$ cat src/rtl/tcp_tx_seg_gen_if.sv
// Handshake bundle for tcp_tx_seg_gen: scheduler command, state read/write ports,
// advertised window input and the send-packet descriptor queue.
interface tcp_tx_seg_gen_if #(
  parameter int FLOWID_W = 3,
  parameter int PTR_W    = 14,
  parameter int ST_W     = 81 + 2*(PTR_W+1)
);
  logic                sched_tx_val;
  logic [FLOWID_W-1:0] sched_tx_flowid;
  logic                sched_tx_rdy;

  logic                tx_state_rd_req_val;
  logic [FLOWID_W-1:0] tx_state_rd_req_addr;
  logic                tx_state_rd_req_rdy;

  logic                tx_state_rd_resp_val;
  logic [ST_W-1:0]     tx_state_rd_resp_data;
  logic                tx_state_rd_resp_rdy;

  logic                tx_state_wr_req_val;
  logic [FLOWID_W-1:0] tx_state_wr_req_addr;
  logic [ST_W-1:0]     tx_state_wr_req_data;
  logic                tx_state_wr_req_rdy;

  logic [15:0]         adv_win;

  logic                send_pkt_enq_val;
  logic                send_pkt_enq_rdy;
  logic [FLOWID_W-1:0] send_pkt_enq_flowid;
  logic [31:0]         send_pkt_enq_seq;
  logic [31:0]         send_pkt_enq_ack;
  logic [7:0]          send_pkt_enq_flags;
  logic [15:0]         send_pkt_enq_win;
  logic [PTR_W:0]      send_pkt_enq_payload_ptr;
  logic [15:0]         send_pkt_enq_payload_len;

  modport master (
    input  sched_tx_val, sched_tx_flowid, output sched_tx_rdy,
    output tx_state_rd_req_val, tx_state_rd_req_addr, input tx_state_rd_req_rdy,
    input  tx_state_rd_resp_val, tx_state_rd_resp_data, output tx_state_rd_resp_rdy,
    output tx_state_wr_req_val, tx_state_wr_req_addr, tx_state_wr_req_data,
    input  tx_state_wr_req_rdy,
    input  adv_win,
    output send_pkt_enq_val, input send_pkt_enq_rdy,
    output send_pkt_enq_flowid, send_pkt_enq_seq, send_pkt_enq_ack, send_pkt_enq_flags,
    output send_pkt_enq_win, send_pkt_enq_payload_ptr, send_pkt_enq_payload_len
  );

  modport slave (
    output sched_tx_val, sched_tx_flowid, input sched_tx_rdy,
    input  tx_state_rd_req_val, tx_state_rd_req_addr, output tx_state_rd_req_rdy,
    output tx_state_rd_resp_val, tx_state_rd_resp_data, input tx_state_rd_resp_rdy,
    input  tx_state_wr_req_val, tx_state_wr_req_addr, tx_state_wr_req_data,
    output tx_state_wr_req_rdy,
    output adv_win,
    input  send_pkt_enq_val, output send_pkt_enq_rdy,
    input  send_pkt_enq_flowid, send_pkt_enq_seq, send_pkt_enq_ack, send_pkt_enq_flags,
    input  send_pkt_enq_win, send_pkt_enq_payload_ptr, send_pkt_enq_payload_len
  );
endinterface

$ cat src/rtl/tcp_tx_seg_gen.sv
// TCP transmit segment generator: read flow state, size next segment, write back and enqueue.
// Optional: define TCP_TX_PURE_ACK_EN to emit zero-length ACK segments when ack_pending is set.
module tcp_tx_seg_gen #(
  parameter int FLOWID_W = 3,
  parameter int PTR_W    = 14,
  parameter int MSS_P    = 1460,
  parameter int ST_W     = 81 + 2*(PTR_W+1)
) (
  input  logic clk,
  input  logic rst,
  tcp_tx_seg_gen_if.master bus
);
  localparam int PW = PTR_W + 1;
  localparam logic [PW-1:0] AVAIL_MAX = {1'b1, {PTR_W{1'b0}}};
  localparam logic [15:0]   MSS16     = 16'(MSS_P);

  typedef struct packed {
    logic [31:0]   seq;
    logic [31:0]   ack;
    logic [15:0]   peer_win;
    logic [PW-1:0] snd_ptr;
    logic [PW-1:0] tail_ptr;
    logic          ack_pending;
  } tx_st_t;

  typedef enum logic [2:0] {IDLE, RD_REQ, RD_WAIT, CALC, OUT} state_t;

  state_t              state_q, state_d;
  logic [FLOWID_W-1:0] flowid_q;
  tx_st_t              st_q, wr_data_q;
  logic                wr_done_q, enq_done_q;
  logic [31:0]         enq_seq_q, enq_ack_q;
  logic [7:0]          enq_flags_q;
  logic [15:0]         enq_win_q, enq_len_q;
  logic [PW-1:0]       enq_ptr_q;

  logic [PW-1:0] avail_raw, avail;
  logic [15:0]   len_am, seg_len;
  logic          psh, send, ap_next;
  logic          wr_fire, enq_fire;

  always_comb begin
    avail_raw = st_q.tail_ptr - st_q.snd_ptr;
    // more than a full buffer outstanding means the pointers are corrupt
    avail     = (avail_raw > AVAIL_MAX) ? '0 : avail_raw;
    len_am    = (32'(avail) > 32'(MSS_P)) ? MSS16 : 16'(avail);
    seg_len   = (len_am < st_q.peer_win) ? len_am : st_q.peer_win;
    psh       = (seg_len != 16'd0) && (32'(seg_len) == 32'(avail));
`ifdef TCP_TX_PURE_ACK_EN
    send      = (seg_len != 16'd0) || st_q.ack_pending;
    ap_next   = 1'b0;
`else
    send      = (seg_len != 16'd0);
    ap_next   = st_q.ack_pending;
`endif
  end

  assign wr_fire  = bus.tx_state_wr_req_val & bus.tx_state_wr_req_rdy;
  assign enq_fire = bus.send_pkt_enq_val & bus.send_pkt_enq_rdy;

  always_comb begin
    state_d = state_q;
    case (state_q)
      IDLE:    if (bus.sched_tx_val)         state_d = RD_REQ;
      RD_REQ:  if (bus.tx_state_rd_req_rdy)  state_d = RD_WAIT;
      RD_WAIT: if (bus.tx_state_rd_resp_val) state_d = CALC;
      CALC:    state_d = send ? OUT : IDLE;
      OUT:     if ((wr_done_q | wr_fire) && (enq_done_q | enq_fire)) state_d = IDLE;
      default: state_d = IDLE;
    endcase
  end

  always_ff @(posedge clk) begin
    if (rst) begin
      state_q     <= IDLE;
      flowid_q    <= '0;
      st_q        <= '0;
      wr_data_q   <= '0;
      wr_done_q   <= 1'b0;
      enq_done_q  <= 1'b0;
      enq_seq_q   <= '0;
      enq_ack_q   <= '0;
      enq_flags_q <= '0;
      enq_win_q   <= '0;
      enq_len_q   <= '0;
      enq_ptr_q   <= '0;
    end else begin
      state_q <= state_d;
      case (state_q)
        IDLE:    if (bus.sched_tx_val) flowid_q <= bus.sched_tx_flowid;
        RD_WAIT: if (bus.tx_state_rd_resp_val) st_q <= tx_st_t'(bus.tx_state_rd_resp_data);
        CALC: begin
          enq_seq_q   <= st_q.seq;
          enq_ack_q   <= st_q.ack;
          enq_flags_q <= psh ? 8'h18 : 8'h10;
          enq_win_q   <= bus.adv_win;
          enq_len_q   <= seg_len;
          enq_ptr_q   <= st_q.snd_ptr;
          wr_data_q   <= '{seq:         st_q.seq + 32'(seg_len),
                           ack:         st_q.ack,
                           peer_win:    st_q.peer_win,
                           snd_ptr:     st_q.snd_ptr + PW'(seg_len),
                           tail_ptr:    st_q.tail_ptr,
                           ack_pending: ap_next};
        end
        OUT: begin
          if (wr_fire)  wr_done_q  <= 1'b1;
          if (enq_fire) enq_done_q <= 1'b1;
        end
        default: ;
      endcase
      if (state_d == IDLE) begin
        wr_done_q  <= 1'b0;
        enq_done_q <= 1'b0;
      end
    end
  end

  assign bus.sched_tx_rdy             = (state_q == IDLE);
  assign bus.tx_state_rd_req_val      = (state_q == RD_REQ);
  assign bus.tx_state_rd_req_addr     = flowid_q;
  assign bus.tx_state_rd_resp_rdy     = (state_q == RD_WAIT);
  assign bus.tx_state_wr_req_val      = (state_q == OUT) && !wr_done_q;
  assign bus.tx_state_wr_req_addr     = flowid_q;
  assign bus.tx_state_wr_req_data     = wr_data_q;
  assign bus.send_pkt_enq_val         = (state_q == OUT) && !enq_done_q;
  assign bus.send_pkt_enq_flowid      = flowid_q;
  assign bus.send_pkt_enq_seq         = enq_seq_q;
  assign bus.send_pkt_enq_ack         = enq_ack_q;
  assign bus.send_pkt_enq_flags       = enq_flags_q;
  assign bus.send_pkt_enq_win         = enq_win_q;
  assign bus.send_pkt_enq_payload_ptr = enq_ptr_q;
  assign bus.send_pkt_enq_payload_len = enq_len_q;
endmodule

$ cat src/flat_wrapper.sv
// flat-port wrapper written by rule: the top's interface ports become plain ports
module tcp_tx_seg_gen_flat 
#(
  parameter int FLOWID_W = 3,
  parameter int PTR_W    = 14,
  parameter int MSS_P    = 1460,
  parameter int ST_W     = 81 + 2*(PTR_W+1)
)
  (clk, rst, bus_sched_tx_val, bus_sched_tx_flowid, bus_sched_tx_rdy, bus_tx_state_rd_req_val, bus_tx_state_rd_req_addr, bus_tx_state_rd_req_rdy, bus_tx_state_rd_resp_val, bus_tx_state_rd_resp_data, bus_tx_state_rd_resp_rdy, bus_tx_state_wr_req_val, bus_tx_state_wr_req_addr, bus_tx_state_wr_req_data, bus_tx_state_wr_req_rdy, bus_adv_win, bus_send_pkt_enq_val, bus_send_pkt_enq_rdy, bus_send_pkt_enq_flowid, bus_send_pkt_enq_seq, bus_send_pkt_enq_ack, bus_send_pkt_enq_flags, bus_send_pkt_enq_win, bus_send_pkt_enq_payload_ptr, bus_send_pkt_enq_payload_len);
  tcp_tx_seg_gen_if #(.FLOWID_W(FLOWID_W), .PTR_W(PTR_W), .ST_W(ST_W)) bus_i ();
  input  logic clk;
  input  logic rst;
  input wire logic [$bits(bus_i.sched_tx_val)-1:0] bus_sched_tx_val;
  input wire logic [$bits(bus_i.sched_tx_flowid)-1:0] bus_sched_tx_flowid;
  output wire logic [$bits(bus_i.sched_tx_rdy)-1:0] bus_sched_tx_rdy;
  output wire logic [$bits(bus_i.tx_state_rd_req_val)-1:0] bus_tx_state_rd_req_val;
  output wire logic [$bits(bus_i.tx_state_rd_req_addr)-1:0] bus_tx_state_rd_req_addr;
  input wire logic [$bits(bus_i.tx_state_rd_req_rdy)-1:0] bus_tx_state_rd_req_rdy;
  input wire logic [$bits(bus_i.tx_state_rd_resp_val)-1:0] bus_tx_state_rd_resp_val;
  input wire logic [$bits(bus_i.tx_state_rd_resp_data)-1:0] bus_tx_state_rd_resp_data;
  output wire logic [$bits(bus_i.tx_state_rd_resp_rdy)-1:0] bus_tx_state_rd_resp_rdy;
  output wire logic [$bits(bus_i.tx_state_wr_req_val)-1:0] bus_tx_state_wr_req_val;
  output wire logic [$bits(bus_i.tx_state_wr_req_addr)-1:0] bus_tx_state_wr_req_addr;
  output wire logic [$bits(bus_i.tx_state_wr_req_data)-1:0] bus_tx_state_wr_req_data;
  input wire logic [$bits(bus_i.tx_state_wr_req_rdy)-1:0] bus_tx_state_wr_req_rdy;
  input wire logic [$bits(bus_i.adv_win)-1:0] bus_adv_win;
  output wire logic [$bits(bus_i.send_pkt_enq_val)-1:0] bus_send_pkt_enq_val;
  input wire logic [$bits(bus_i.send_pkt_enq_rdy)-1:0] bus_send_pkt_enq_rdy;
  output wire logic [$bits(bus_i.send_pkt_enq_flowid)-1:0] bus_send_pkt_enq_flowid;
  output wire logic [$bits(bus_i.send_pkt_enq_seq)-1:0] bus_send_pkt_enq_seq;
  output wire logic [$bits(bus_i.send_pkt_enq_ack)-1:0] bus_send_pkt_enq_ack;
  output wire logic [$bits(bus_i.send_pkt_enq_flags)-1:0] bus_send_pkt_enq_flags;
  output wire logic [$bits(bus_i.send_pkt_enq_win)-1:0] bus_send_pkt_enq_win;
  output wire logic [$bits(bus_i.send_pkt_enq_payload_ptr)-1:0] bus_send_pkt_enq_payload_ptr;
  output wire logic [$bits(bus_i.send_pkt_enq_payload_len)-1:0] bus_send_pkt_enq_payload_len;
  assign bus_i.sched_tx_val = bus_sched_tx_val;
  assign bus_i.sched_tx_flowid = bus_sched_tx_flowid;
  assign bus_sched_tx_rdy = bus_i.sched_tx_rdy;
  assign bus_tx_state_rd_req_val = bus_i.tx_state_rd_req_val;
  assign bus_tx_state_rd_req_addr = bus_i.tx_state_rd_req_addr;
  assign bus_i.tx_state_rd_req_rdy = bus_tx_state_rd_req_rdy;
  assign bus_i.tx_state_rd_resp_val = bus_tx_state_rd_resp_val;
  assign bus_i.tx_state_rd_resp_data = bus_tx_state_rd_resp_data;
  assign bus_tx_state_rd_resp_rdy = bus_i.tx_state_rd_resp_rdy;
  assign bus_tx_state_wr_req_val = bus_i.tx_state_wr_req_val;
  assign bus_tx_state_wr_req_addr = bus_i.tx_state_wr_req_addr;
  assign bus_tx_state_wr_req_data = bus_i.tx_state_wr_req_data;
  assign bus_i.tx_state_wr_req_rdy = bus_tx_state_wr_req_rdy;
  assign bus_i.adv_win = bus_adv_win;
  assign bus_send_pkt_enq_val = bus_i.send_pkt_enq_val;
  assign bus_i.send_pkt_enq_rdy = bus_send_pkt_enq_rdy;
  assign bus_send_pkt_enq_flowid = bus_i.send_pkt_enq_flowid;
  assign bus_send_pkt_enq_seq = bus_i.send_pkt_enq_seq;
  assign bus_send_pkt_enq_ack = bus_i.send_pkt_enq_ack;
  assign bus_send_pkt_enq_flags = bus_i.send_pkt_enq_flags;
  assign bus_send_pkt_enq_win = bus_i.send_pkt_enq_win;
  assign bus_send_pkt_enq_payload_ptr = bus_i.send_pkt_enq_payload_ptr;
  assign bus_send_pkt_enq_payload_len = bus_i.send_pkt_enq_payload_len;
  tcp_tx_seg_gen #(.FLOWID_W(FLOWID_W), .PTR_W(PTR_W), .MSS_P(MSS_P), .ST_W(ST_W)) u_core (.clk(clk), .rst(rst), .bus(bus_i));
endmodule
$ cat config.mk
export PLATFORM = sky130hd
export DESIGN_NAME = tcp_tx_seg_gen_flat
export DESIGN_NICKNAME = d
export VERILOG_FILES = /design/src/rtl/tcp_tx_seg_gen_if.sv /design/src/rtl/tcp_tx_seg_gen.sv /design/src/flat_wrapper.sv
export SDC_FILE = /design/constraint.sdc
export NUM_CORES = 1
export LEC_CHECK = 0
export CAP_MARGIN = 5
export CORE_MARGIN = 2
export CORE_UTILIZATION = 30
export DETAILED_ROUTE_END_ITERATION = 6
export HOLD_SLACK_MARGIN = 0.15
export PLACE_DENSITY = 0.65
export SYNTH_ARGS = -nofsm -noshare
export SYNTH_HDL_FRONTEND = slang
export SYNTH_SLANG_ARGS = --single-unit
$ cat constraint.sdc
create_clock -name clk -period 7.55 [get_ports clk]
set_clock_uncertainty 0.1 [all_clocks]
set_input_delay 1.1325 -clock clk [delete_from_list [all_inputs] [get_ports clk]]
set_output_delay 1.1325 -clock clk [all_outputs]
set_load 0.01 [all_outputs]
# Word-level counts from Yosys, hierarchy flattened
# Cells that the tools add are included.
# totals
ff_bits	317
input_bits	137
output_inout_bits	244
elab_cells	60
# op_classes
addsub	3
n_lt_le_gt_ge	3
n_eq_ne	5
mux	10
bitwise_logic	4
n_reduce_logical	14
# ops
op	count
$add 32x16->32	1
$mux 15	2
$eq 16x15->1	1
$lt 16x16->1	1
$mux 16	1
$reduce_bool 16->1	1
$add 15x15->15	1
$gt 15x11->1 const B	1
$gt 15x15->1 const B	1
$mux 3	5
$pmux 3 s5	1
$sub 15x15->15	1
$reduce_and 2->1	4
$eq 3x2->1 const B	2
$logic_not 3->1	2
$logic_and 1x1->1	4
$mux 4	1
$eq 3x1->1 const B	1
$eq 3x3->1 const B	1
$and 1x1->1	2
$logic_not 1->1	2
$or 1x1->1	2
$reduce_or 2->1	1

# Logic depth before layout (Yosys ltp)
# Gate-level depths: netlist (run 1).
# depth
depth_word	12
depth_mapped	38
ltp_nobuf	36

# Worst setup path after synthesis (run 1)
# OpenSTA, ideal clock, no wires.
# synth_path
path_kind	register -> register
from	register u_core.st_q[18] (netlist bit)
to	register u_core.wr_data_q (netlist bit u_core.bus.tx_state_wr_req_data[95])
setup_ns	0.058
arrival_time_ns	8.000
required_ns	7.392
setup_slack_ns	-0.608
stages_incl_launch_ff	38
path_buffers	3
period_less_slack_ns	8.158
cell_sequence	dfxtp_1 inv_1 ha_1 buf_6 and3b_1 o211a_1 or4_4 a211oi_2 mux2_2 o2111a_1 nand2b_1 nand2_1 buf_2 nand2_1 ha_1 a21o_1 a21o_1 a21o_1 [2 not listed] a21oi_1 o22ai_1 nor2_2 buf_6 mux2_2 ha_1 fa_1 a21o_1 a21oi_1 o21bai_1 a21o_1 a21oi_1 o211ai_1 a41o_1 a211oi_1 nor2_1 nor4b_1 a211o_1
# synth_via
elab_chain_len	8
# synth_lines
element	line_no	source
start: declaration	tcp_tx_seg_gen.sv:30	tx_st_t st_q, wr_data_q;
start signal: assignment	tcp_tx_seg_gen.sv:91	RD_WAIT: if (bus.tx_state_rd_resp_val) st_q <= tx_st_t'(bus.tx_state_rd_resp_data);
$sub 15x15->15 (*)	tcp_tx_seg_gen.sv:43	avail_raw = st_q.tail_ptr - st_q.snd_ptr;
$gt 15x15->1	tcp_tx_seg_gen.sv:45	avail = (avail_raw > AVAIL_MAX) ? '0 : avail_raw;
$mux 15 (*)	tcp_tx_seg_gen.sv:45	
$gt 15x11->1	tcp_tx_seg_gen.sv:46	len_am = (32'(avail) > 32'(MSS_P)) ? MSS16 : 16'(avail);
$mux 15 (*)	tcp_tx_seg_gen.sv:46	
$lt 16x16->1	tcp_tx_seg_gen.sv:47	seg_len = (len_am < st_q.peer_win) ? len_am : st_q.peer_win;
$mux 16 (*)	tcp_tx_seg_gen.sv:47	
named net u_core.seg_len[0]	tcp_tx_seg_gen.sv:38	logic [15:0] len_am, seg_len;
$add 32x16->32 (*)	tcp_tx_seg_gen.sv:99	wr_data_q <= '{seq: st_q.seq + 32'(seg_len),
end signal: assignment	tcp_tx_seg_gen.sv:99	
end: declaration	tcp_tx_seg_gen.sv:30	
# Mark *: on every way through the listed nets, which the timed path passes. The rest lies on a longest branch.
# A chain may end at the register's enable or synchronous reset.

# Worst setup path in the final report (run 1)
# layout_path
from	register u_core.st_q[17] (netlist bit)
to	register u_core.wr_data_q (netlist bit u_core.bus.tx_state_wr_req_data[103])
# The elaborated chain is that of the path after synthesis.

==> impl_results.md, run 1 <==
- Die W: 223 um
- H-tree lvl count: 2
- Met2 GRT Util: 32.7%
- I/O pin count: 381
- Post-place setup slack: -0.329 ns
- Met1 Resource Use GR: 25.2%
- Crit Path Max Fanout: 8
- EDFF count, synth: 0
- Fraction of layout cells with a size suffix above 1: 12.9%
- Synth top area cells: dfxtp_1 43%, nand2_1 15%, a21oi_1 10%, ha_1 5.0%, clkbuf_1 2.6%
- Final hold vios: 0
- Worst Setup End Kind: flop
- Cells after Synth: 1,864
- Worst slew margin: 22.9%
- TritonRoute pass-1 iters: 5
- Max_cap viols: 0
- Reg area: 6230 um^2
- Post-DR wirelength/cell: 17.9 um
- Core Region: 47,600 um^2
- P&R area growth vs syn: 45.8%
- Sequential area share after synthesis: 43.1%
- Antenna-violating nets left: 0
- Asr flop ratio synth: 0%
- Clk buf depth: 3
- Final setup fails: 8
- Ys flop type: dfxtp_1
- Crit path kind: reg2reg
- Simple-gate share of the synthesized area: 22.0%
- Syn avg cell area: 7.75 um^2
- Final instance area: 21,100 um^2
- Tightest Pin Transition: 1.16 ns
- Wire length of the first global-routing pass: 78.1 mm
- Min Hold Slack: 0.345 ns
- Post-DP HPWL: 37.0 mm
- RSZ-0062 raised after global routing: true
- Post-Syn Area: 14,500 um^2
- Mux contribution to synthesized area: 0.926%
- Clock Sink Count: 311
- IO Port Bufs: 374
- CTS tree: yes
- Largest family of logic cells by synthesized area: simple AND/OR/NAND/NOR gates
- Status: finished with violations
- F_max: 131 MHz
- Synth Register Bits: 311
- Peak VDD IR: 0.000145 V
- Initial DRC Count: 886
- XOR/XNOR Fraction of Synth Area: 3.32%
- DIE AREA: 49,900 um^2
- Clock-pin slew on the worst setup and hold paths: 0.06 ns
- Vias in the first global route: 13,753
- Largest net degree at the start of global routing: 172
- Final Cycle Share: 101%
- Placed insts: 2,811
- CP max stage delay: 0.52 ns
- Count leader, synth: nand2_1
- Nets@finish: 2,466
- Starting density of the core: 30.3%
- Post-synthesis compound-gate area fraction: 18.7%
- Final worst setup slack: -0.0754 ns
- Gr usage total: 19.9%
- Tightest Hold Check Type: reg2reg
- DR vias/cell: 4.92
- Synth top area share: 43.1%
- Vias: 14,309
- Total length of routed wires: 52.1 mm
- Failing checks: negative setup slack
- P_leak: 7.61 nW
- Clk Latency, worst-skew pair: 0.56 ns
- Gr ovfl total: 0
- RePlAce Congestion: 0.848
- Area leader, netlist: dfxtp_1
- Multi-input gate area: 7820 um^2
- Pins over their slew limit: 0
- Non-Filler Instances: 2,910
- Most frequent cells after synthesis: 571 x nand2_1, 311 x dfxtp_1, 294 x a21oi_1
- GR Layer Usage met3: 5.31%
- Rows: 80
- CP arrival: 7.99 ns
- DRC viols: 0
- Diode count: 0
- CTS root buffer: clkbuf_16
- Startpoint Class: flop
- Initial antenna violation count: 0
- Die H: 223 um
- Hold buffer count at cts: 0
- Minimum clock period: 7.63 ns
- GRT busiest layer: met2
- Power per Cell Area: 209 nW/um^2
- Required @ worst endpoint: 7.91 ns
- Synth warn: 0
- TritonCTS Buffers: 37
- Worst path slowest cell: or4_4
- Area share of fa/ha/maj cells after synthesis: 5.44%
- Number of fill cells: 4,758
- Dpl cell area: 19,100 um^2
- Netlist cell types: 75
## logic make-up after synthesis
family          count (synthesis)
flops                         311
simple gates                  767
buf+inv                       201
mux                            12
compound gates                457
other cells                     1
xor+xnor                       54
fa+ha+maj                      61
## stage by stage
stage / setup TNS, ns / utilization [%] / power (mW)
after floorplan: 0 / - / 2.17
after global placement: -2.83 / 40.1 / 2.51
after detailed placement: -4.36 / 40.1 / 2.51
after global routing: -3.71 / 44.2 / 4.58
final: -0.547 / 44.2 / 4.40
after CTS: 0 / 43.2 / 4.38
## critical path: cells and delay by family, from the launching register on
family | cells | cell delay, ns
adders and majority gates | 3 | 0.82
xor gates and xnor gates | 1 | 0.18
muxes | 2 | 0.65
AOI/OAI and AO/OA | 15 | 3.30
buffers and inverters | 7 | 0.95
DFF | 1 | 0.31
and+or+nand+nor | 6 | 1.21
## where the power goes
part	switching [mW]	total [mW]	leakage [nW]	internal [mW]
Clock	0.722	1.80	0.613	1.08
Combinational	0.460	0.908	4.49	0.449
Sequential	0.0231	1.69	2.51	1.66
Total	1.21	4.40	7.61	3.19
## final timing paths
check	startpoint	to	slack, ns	cells after the start
worst max-delay path	u_core.st_q[17]$_SDFFE_PP0P_	u_core.bus.tx_state_wr_req_data[103]$_SDFFE_PP0P_	-0.08	34
worst max register to register	u_core.st_q[17]$_SDFFE_PP0P_	u_core.bus.tx_state_wr_req_data[103]$_SDFFE_PP0P_	-0.08	34
worst min-delay path	u_core.st_q[66]$_SDFFE_PP0P_	u_core.bus.tx_state_wr_req_data[66]$_SDFFE_PP0P_	0.35	2
worst min register to register	u_core.st_q[66]$_SDFFE_PP0P_	u_core.bus.tx_state_wr_req_data[66]$_SDFFE_PP0P_	0.35	2
## placed cells by master (no fill, tap or decap), types with 21 or more instances in the layout
master             n
nand2_1          569
clkdlybuf4s50_1  373
dfxtp_1          307
a21oi_1          284
buf_4            128
nor2_1            72
ha_1              43
inv_1             42
clkbuf_16         37
xnor2_1           34
a21o_1            28
o21ai_0           24
nor3_1            21
## flip-flops by register name (all words and copies together), names as in the netlist
name                                 cells
u_core.bus.tx_state_wr_req_data        111
u_core.st_q                            110
u_core.bus.send_pkt_enq_seq             32
u_core.bus.send_pkt_enq_payload_len     16
u_core.bus.send_pkt_enq_win             16
u_core.bus.send_pkt_enq_payload_ptr     15
u_core.bus.send_pkt_enq_flowid           3
u_core.state_q                           3
u_core.bus.send_pkt_enq_flags            2
u_core.ap_next                           1
u_core.enq_done_q                        1
u_core.wr_done_q                         1
## per-layer routing
metal	part of all wire (%)	up-vias	routed length, um
met1	43	6744	22600
met4	2.8	0	1460
met5	0	-	0
met3	7.5	79	3910
li1	-	7022	-
met2	46	464	24100
## cell type report
class,instances,area share [%]
well taps,615,3.65
clock inverters,14,0.671
inverters,44,0.784
multi-input cells,1362,37.1
repair buffers,512,23.0
flip-flops and latches,311,29.6
clock buffers,52,5.19
## repair_timing
action,CTS,global route
endpoints found under the setup margin,18,25
gates cloned,0,1
endpoints found under the hold margin,0,0
pin swaps,30,76
setup buffers,18,14
resized for setup,24,67
(Power assumes the default switching activity.)
==> run 2, diff against run 1 <==
--- a/config.mk
+++ b/config.mk
@@ -5,6 +5,7 @@
 export SDC_FILE = /design/constraint.sdc
 export NUM_CORES = 1
 export LEC_CHECK = 0
+export ABC_AREA = 1
 export CAP_MARGIN = 5
 export CORE_MARGIN = 2
 export CORE_UTILIZATION = 30
==> run 2 against run 1 <==
  * The run now ends clean
  * Via count increased by 0.40%
  * Worst setup slack gained 0.56 ns
  * Combinational power increased by 28%
  * Sequential power rose by 2%
  * Routed wire length decreased by 2.0%
  * Register-to-register slack better by 0.56 ns
  * Global-route usage shrank 0.27 points
  * Critical path depth grew 19
  * Total power grew 8.2%
  * Largest cell class unchanged
==> impl_results.md, run 2 <==
- Status: completed
- Syn avg cell area: 7.08 um^2
- CP max stage delay: 0.40 ns
- Number of fill cells: 4,814
- Peak VDD IR: 0.000147 V
- Gr ovfl total: 0
- EDFF count, synth: 0
- Final setup fails: 0
- Cells after Synth: 2,056
- Area leader, netlist: dfxtp_1
- Crit Path Max Fanout: 11
- Asr flop ratio synth: 0%
- TritonCTS Buffers: 37
- Post-Syn Area: 14,600 um^2
- Minimum clock period: 7.06 ns
- Vias in the first global route: 13,891
- Initial antenna violation count: 3
- RePlAce Congestion: 0.928
- Most frequent cells after synthesis: 475 x nor2_1, 311 x dfxtp_1, 291 x o21ai_0
- Final hold vios: 0
- Starting density of the core: 30.4%
- H-tree lvl count: 2
- Netlist cell types: 38
- Required @ worst endpoint: 7.94 ns
- Pins over their slew limit: 0
- Worst path slowest cell: ha_1
- Post-layout util: 43.4%
- Tightest Pin Transition: 0.925 ns
- Clk buf depth: 3
- CTS tree: yes
- DIE AREA: 50,300 um^2
- DR vias/cell: 4.72
- Die W: 224 um
- Core Region: 47,800 um^2
- Worst slew margin: 38.3%
- Final Cycle Share: 93.6%
- Final instance area: 20,800 um^2
- Fraction of layout cells with a size suffix above 1: 10.8%
- P_leak: 9.29 nW
- Ys flop type: dfxtp_1
- Antenna-violating nets left: 0
- Commonest non-fill, non-tap cell in the layout: nor2_1
- Count leader, synth: nor2_1
- Hold buffer count at cts: 0
- Die H: 224 um
- CP arrival: 7.45 ns
- Worst Setup End Kind: flop
- I/O pin count: 381
- Critical Path Most Common Cell: nand2_1
- Nets@finish: 2,598
- Vias: 14,366
- Max reg flops: 111
- Post-DP HPWL: 36.9 mm
- Synth Register Bits: 311
- Total length of routed wires: 51.1 mm
- Crit path kind: reg2reg
- Synth warn: 0
- Largest net degree at the start of global routing: 191
- F_max: 142 MHz
- P&R area growth vs syn: 42.7%
- DRC viols: 0
- Min Hold Slack: 0.343 ns
- CTS root buffer: clkbuf_16
- Startpoint Class: flop
- Max_cap viols: 0
- Clk Latency, worst-skew pair: 0.55 ns
- Clock Sink Count: 311
- IO Port Bufs: 374
- Most frequent cells in the layout: 458 x nor2_1, 373 x clkdlybuf4s50_1, 305 x dfxtp_1
- Synth top area share: 42.8%
- Power per Cell Area: 229 nW/um^2
- Post-DR wirelength/cell: 16.8 um
- Rows: 80
- Dpl cell area: 18,800 um^2
- Tightest Hold Check Type: reg2reg
- Gr usage total: 19.6%
- Total Power: 4.76 mW
- Synth top area cells: dfxtp_1 43%, nor2_1 12%, o21ai_0 10%, nand2_1 6.5%, inv_1 5.1%
- Clock-pin slew on the worst setup and hold paths: 0.06 ns
- Initial DRC Count: 727
- Wire length of the first global-routing pass: 77.8 mm
- TritonRoute pass-1 iters: 5
- Sequential area share after synthesis: 42.8%
-- run 2: cell types whose count changed in the layout (fill, tap and decap cells not counted), sizes merged, moves of 9 or more --
cell	previous run	this run
inv	46	201
a211oi	25	2
xnor2	35	10
a21oi	295	129
nor3b	9	0
buf	139	69
nand3	12	70
o21ai	36	292
and3	11	0
nor2	76	479
nand2	571	270
a21o	28	3
nor3	28	12
nand2b	9	0
-- run 2: where the power goes --
group,internal [mW],switching [mW]
combinational,0.486,0.677
sequential,1.69,0.0394
clock,1.14,0.723
-- run 2: repair_timing --
item	CTS	global route
endpoints found under the setup margin	6	21
hold endpoints to repair	0	0
setup buffers	3	11
pin swaps	1	40
cloned	0	1
resized for setup	6	139
-- run 2: path summary, 6_finish.rpt --
kind / start / to / slack (ns) / depth (start not counted)
worst max-delay path: u_core.st_q[1]$_SDFFE_PP0P_ / u_core.bus.tx_state_wr_req_data[110]$_SDFFE_PP0P_ / 0.49 / 53
worst min-delay path: u_core.bus.send_pkt_enq_payload_len[15]$_SDFFE_PP0P_ / u_core.bus.send_pkt_enq_payload_len[15]$_SDFFE_PP0P_ / 0.34 / 2
worst max register to register: u_core.st_q[1]$_SDFFE_PP0P_ / u_core.bus.tx_state_wr_req_data[110]$_SDFFE_PP0P_ / 0.49 / 53
worst min register to register: u_core.bus.send_pkt_enq_payload_len[15]$_SDFFE_PP0P_ / u_core.bus.send_pkt_enq_payload_len[15]$_SDFFE_PP0P_ / 0.34 / 2
-- run 2: area by class of cell --
type | count | area, um^2 | share of cell area, %
multi-input combinational | 1407 | 7440 | 35.8
sequential | 311 | 6240 | 30.0
antenna | 2 | 5.00 | 0.0241
inverter | 201 | 768 | 3.70
timing repair buffer | 442 | 4280 | 20.6
clock inverter | 16 | 193 | 0.928
tap | 615 | 769 | 3.70
clock buffer | 51 | 1080 | 5.20
-- run 2: per-layer routing --
metal	vias to the layer above	track usage [%]	wire (um)
met5	-	0	16
met4	2	7.35	1630
met3	78	4.53	3330
met2	411	31.5	23100
met1	6652	25.5	23000
li1	7223	-	-
-- run 2: critical path, delay by kind of cell, from the launching register on --
kind            cells  cell delay, ns
fa+ha+maj           4            1.14
simple gates       30            3.07
flops               1            0.30
buf+inv            12            1.38
compound gates      7            1.01
-- run 2: logic make-up after synthesis --
logic type               after synthesis  share of synthesized area [%]
adder cells (fa/ha/maj)               61                           5.40
AND/OR/NAND/NOR                      850                           23.5
XOR/XNOR                              32                           1.93
other                                  1                         0.0258
flip-flops                           311                           42.8
AO/OA/AOI/OAI                        452                           16.1
buffers and inverters                349                           10.3
-- run 2: metrics by stage --
stage          cells  worst slack, ns  setup TNS [ns]
6_report        3045            0.487               0
5_1_grt         3045          -0.0576          -0.180
4_1_cts         3031           0.0448               0
3_5_place_dp    2961           -0.322          -0.487
3_3_place_gp    2961           -0.126          -0.126
2_1_floorplan   2066            0.335               0
==> RTL edit, RTL diff (config.mk and constraints of run 1) <==
`PTR_W` is set to 14 in 3 places; all go to 16.
--- a/src/rtl/tcp_tx_seg_gen_if.sv
+++ b/src/rtl/tcp_tx_seg_gen_if.sv
@@ -4,3 +4,3 @@
   parameter int FLOWID_W = 3,
-  parameter int PTR_W    = 14,
+  parameter int PTR_W    = 16,
   parameter int ST_W     = 81 + 2*(PTR_W+1)
--- a/src/rtl/tcp_tx_seg_gen.sv
+++ b/src/rtl/tcp_tx_seg_gen.sv
@@ -4,3 +4,3 @@
   parameter int FLOWID_W = 3,
-  parameter int PTR_W    = 14,
+  parameter int PTR_W    = 16,
   parameter int MSS_P    = 1460,
--- a/src/flat_wrapper.sv
+++ b/src/flat_wrapper.sv
@@ -4,3 +4,3 @@
   parameter int FLOWID_W = 3,
-  parameter int PTR_W    = 14,
+  parameter int PTR_W    = 16,
   parameter int MSS_P    = 1460,
Ports: changed (resized bus_send_pkt_enq_payload_ptr, bus_tx_state_rd_resp_data and bus_tx_state_wr_req_data); port bits go from 381 to 391. The function was not compared with the original's and may differ.
==> RTL edit against run 1 <==
Synthesized area up 3.7%; sequential cell count up 10; die area up 3.6%; setup slack better by 140 ps; first-iteration DRC count up 19%; routed wire length up 6.1%; total power up 6.2%; cell area up 4.2%; hold slack better by 5.7 ps; critical path type unchanged; largest power group unchanged.
==> RTL edit: results (changes against run 1) <==
status finished, final reports clean; Tot GR Track Use 20.2% (+0.35 points); wire per inst 18.1 um (+0.76%); Seq/Total Area, Yosys 42.9% (-0.20 points); Reg clk slew, reported paths 60 ps (about the same); Skew-Pair Late Insertion Delay 550 ps; Yosys Warn Count 0 (unchanged); Final #Nets 2578 (+4.5%); GPL Wtd Cong 0.915 (+7.9%); top_reg_cell synth dfxtp_1; most area-consuming cells after synthesis dfxtp_1 43%, nand2_1 15%, a21oi_1 12%; Root Buffer clkbuf_16; largest fanout on the critical path 4 (-4); switching fraction of total power 27.0% (-0.37 points); synth unique cells 68 (-9.3%); CTS H-tree lvls 2 (unchanged); global-route wire length before repair 81.1 mm (+3.8%); DR pass1 iterations 5 (unchanged); ratio of cells with drive above 1 in the final layout 13.4% (+0.48 points); hold crit path type flip-flop to flip-flop; Worst Path Arrival 7850 ps (-140 ps); max reg flops 115 (+3.6%); hold_sp u_core.bus.tx_state_wr_req_data[35]; asr flop ratio synth 0% (unchanged); pin count of the biggest net entering global routing 211 (+23%); Pleak 7.85 nW (+3.1%); # port buffers 384 (+2.7%); Critical Path Start u_core.st_q[22]; Slew headroom 28.7% (+5.8 points); initial antenna violation count 0 (unchanged); CP max stage delay 430 ps (-90 ps); total gr overflow 0 (unchanged); Num CTS Buffers 39 (+5.4%); dpl cell area 0.0199 mm2 (+3.8%); initial DRC count 1053 (+19%); Via-to-Cell Ratio 4.87 (-1.0%); maximum clock insertion buffer count 3 (unchanged); Commonest cells post-synth 604 x nand2_1, 345 x a21oi_1, 321 x dfxtp_1; maximum VDD drop 0.154 mV (+6.2%); Ant. Diodes 0 (unchanged); post-DP HPWL 39.6 mm (+7.0%); vias in the first global route 14.0k (+1.8%); # fillers 4863 (+2.2%); slowest stage cell, crit path or3_4
-- RTL edit: changes by cell type in the layout (fill, tap and decap cells not counted), sizes merged, moves of 5 or more --
cell and change:
nand2 +33, nor3b -8, xnor2 -7, nor3 -6
nand3 +11, o21a +8, dfxtp +10, a2111oi +5
a21o -11, ha +5, o31ai +5, clkdlybuf4s50 +10
a21oi +50
-- RTL edit: worst max-delay path: cells and delay by family (launching register included) --
kind | cells | cell delay (ps)
buf+inv | 6 | 700
xor+xnor | 1 | 110
simple gates | 7 | 1960
compound gates | 14 | 2740
flops | 1 | 340
mux | 1 | 360
fa+ha+maj | 4 | 1110
-- RTL edit: worst paths after layout --
path | end | cells after the start | slack, ps
setup / recovery | u_core.bus.tx_state_wr_req_data[109] | 33 | 70
hold / removal | u_core.bus.tx_state_wr_req_data[35] | 2 | 350
setup reg to reg | u_core.bus.tx_state_wr_req_data[109] | 33 | 70
hold reg to reg | u_core.bus.tx_state_wr_req_data[35] | 2 | 350
-- RTL edit: cell families after synthesis --
family                     after synthesis  synth area share [%]
DFF                                    321                  42.9
muxes                                   14                  1.03
other                                    1                0.0250
buffers and inverters                  206                  6.30
and+or+nand+nor                        804                  22.1
adders and majority gates               66                  5.66
xor gates and xnor gates                51                  2.98
AOI/OAI and AO/OA                      494                  19.1
-- RTL edit: layer usage --
layer,GRT usage (%),up-vias,wire (um)
met5,0,-,0
li1,-,7365,-
met3,5.01,95,3920
met2,31.9,460,25100
met1,26.6,6990,24500
met4,7.65,0,1820
-- RTL edit: through the flow --
stage / TNS, ps / hold slack [ps] / instances / setup slack, ps / util (%)
3_5_place_dp: -3230 / 345 / 2968 / -334 / 40.4
4_1_cts: 0 / 354 / 3039 / 11.9 / 43.3
2_1_floorplan: 0 / 332 / 1967 / 1.98 / -
5_1_grt: -1570 / 361 / 3064 / -211 / 44.7
6_report: 0 / 351 / 3064 / 65.1 / 44.7
3_3_place_gp: -462 / 335 / 2968 / -91.2 / 40.4
-- RTL edit: timing repair --
| action | CTS | global route |
|---|---|---|
| gates cloned | 0 | 0 |
| setup endpoints to repair | 18 | 24 |
| gates resized for setup | 12 | 101 |
| pin swaps | 3 | 47 |
| buffers inserted | 1 | 26 |
-- RTL edit: power groups by stage --
stage	sequential [mW]	clock (mW)	combinational, mW
2_1_floorplan	1.77	0	0.445
3_3_place_gp	1.77	0	0.792
3_5_place_dp	1.77	0	0.797
4_1_cts	1.74	2.05	0.818
5_1_grt	1.74	2.11	1.01
6_report	1.74	2.00	0.939
-- RTL edit: cell type report --
class                      instances  area (um2)  share of cell area (%)
clock buffer                      54        1150                    5.25
clock inverter                    16         230                    1.05
inverter                          46         173                   0.786
multi-input combinational       1440        8190                    37.3
sequential                       321        6440                    29.3
tap                              664         831                    3.78
timing repair buffer             523        4940                    22.5
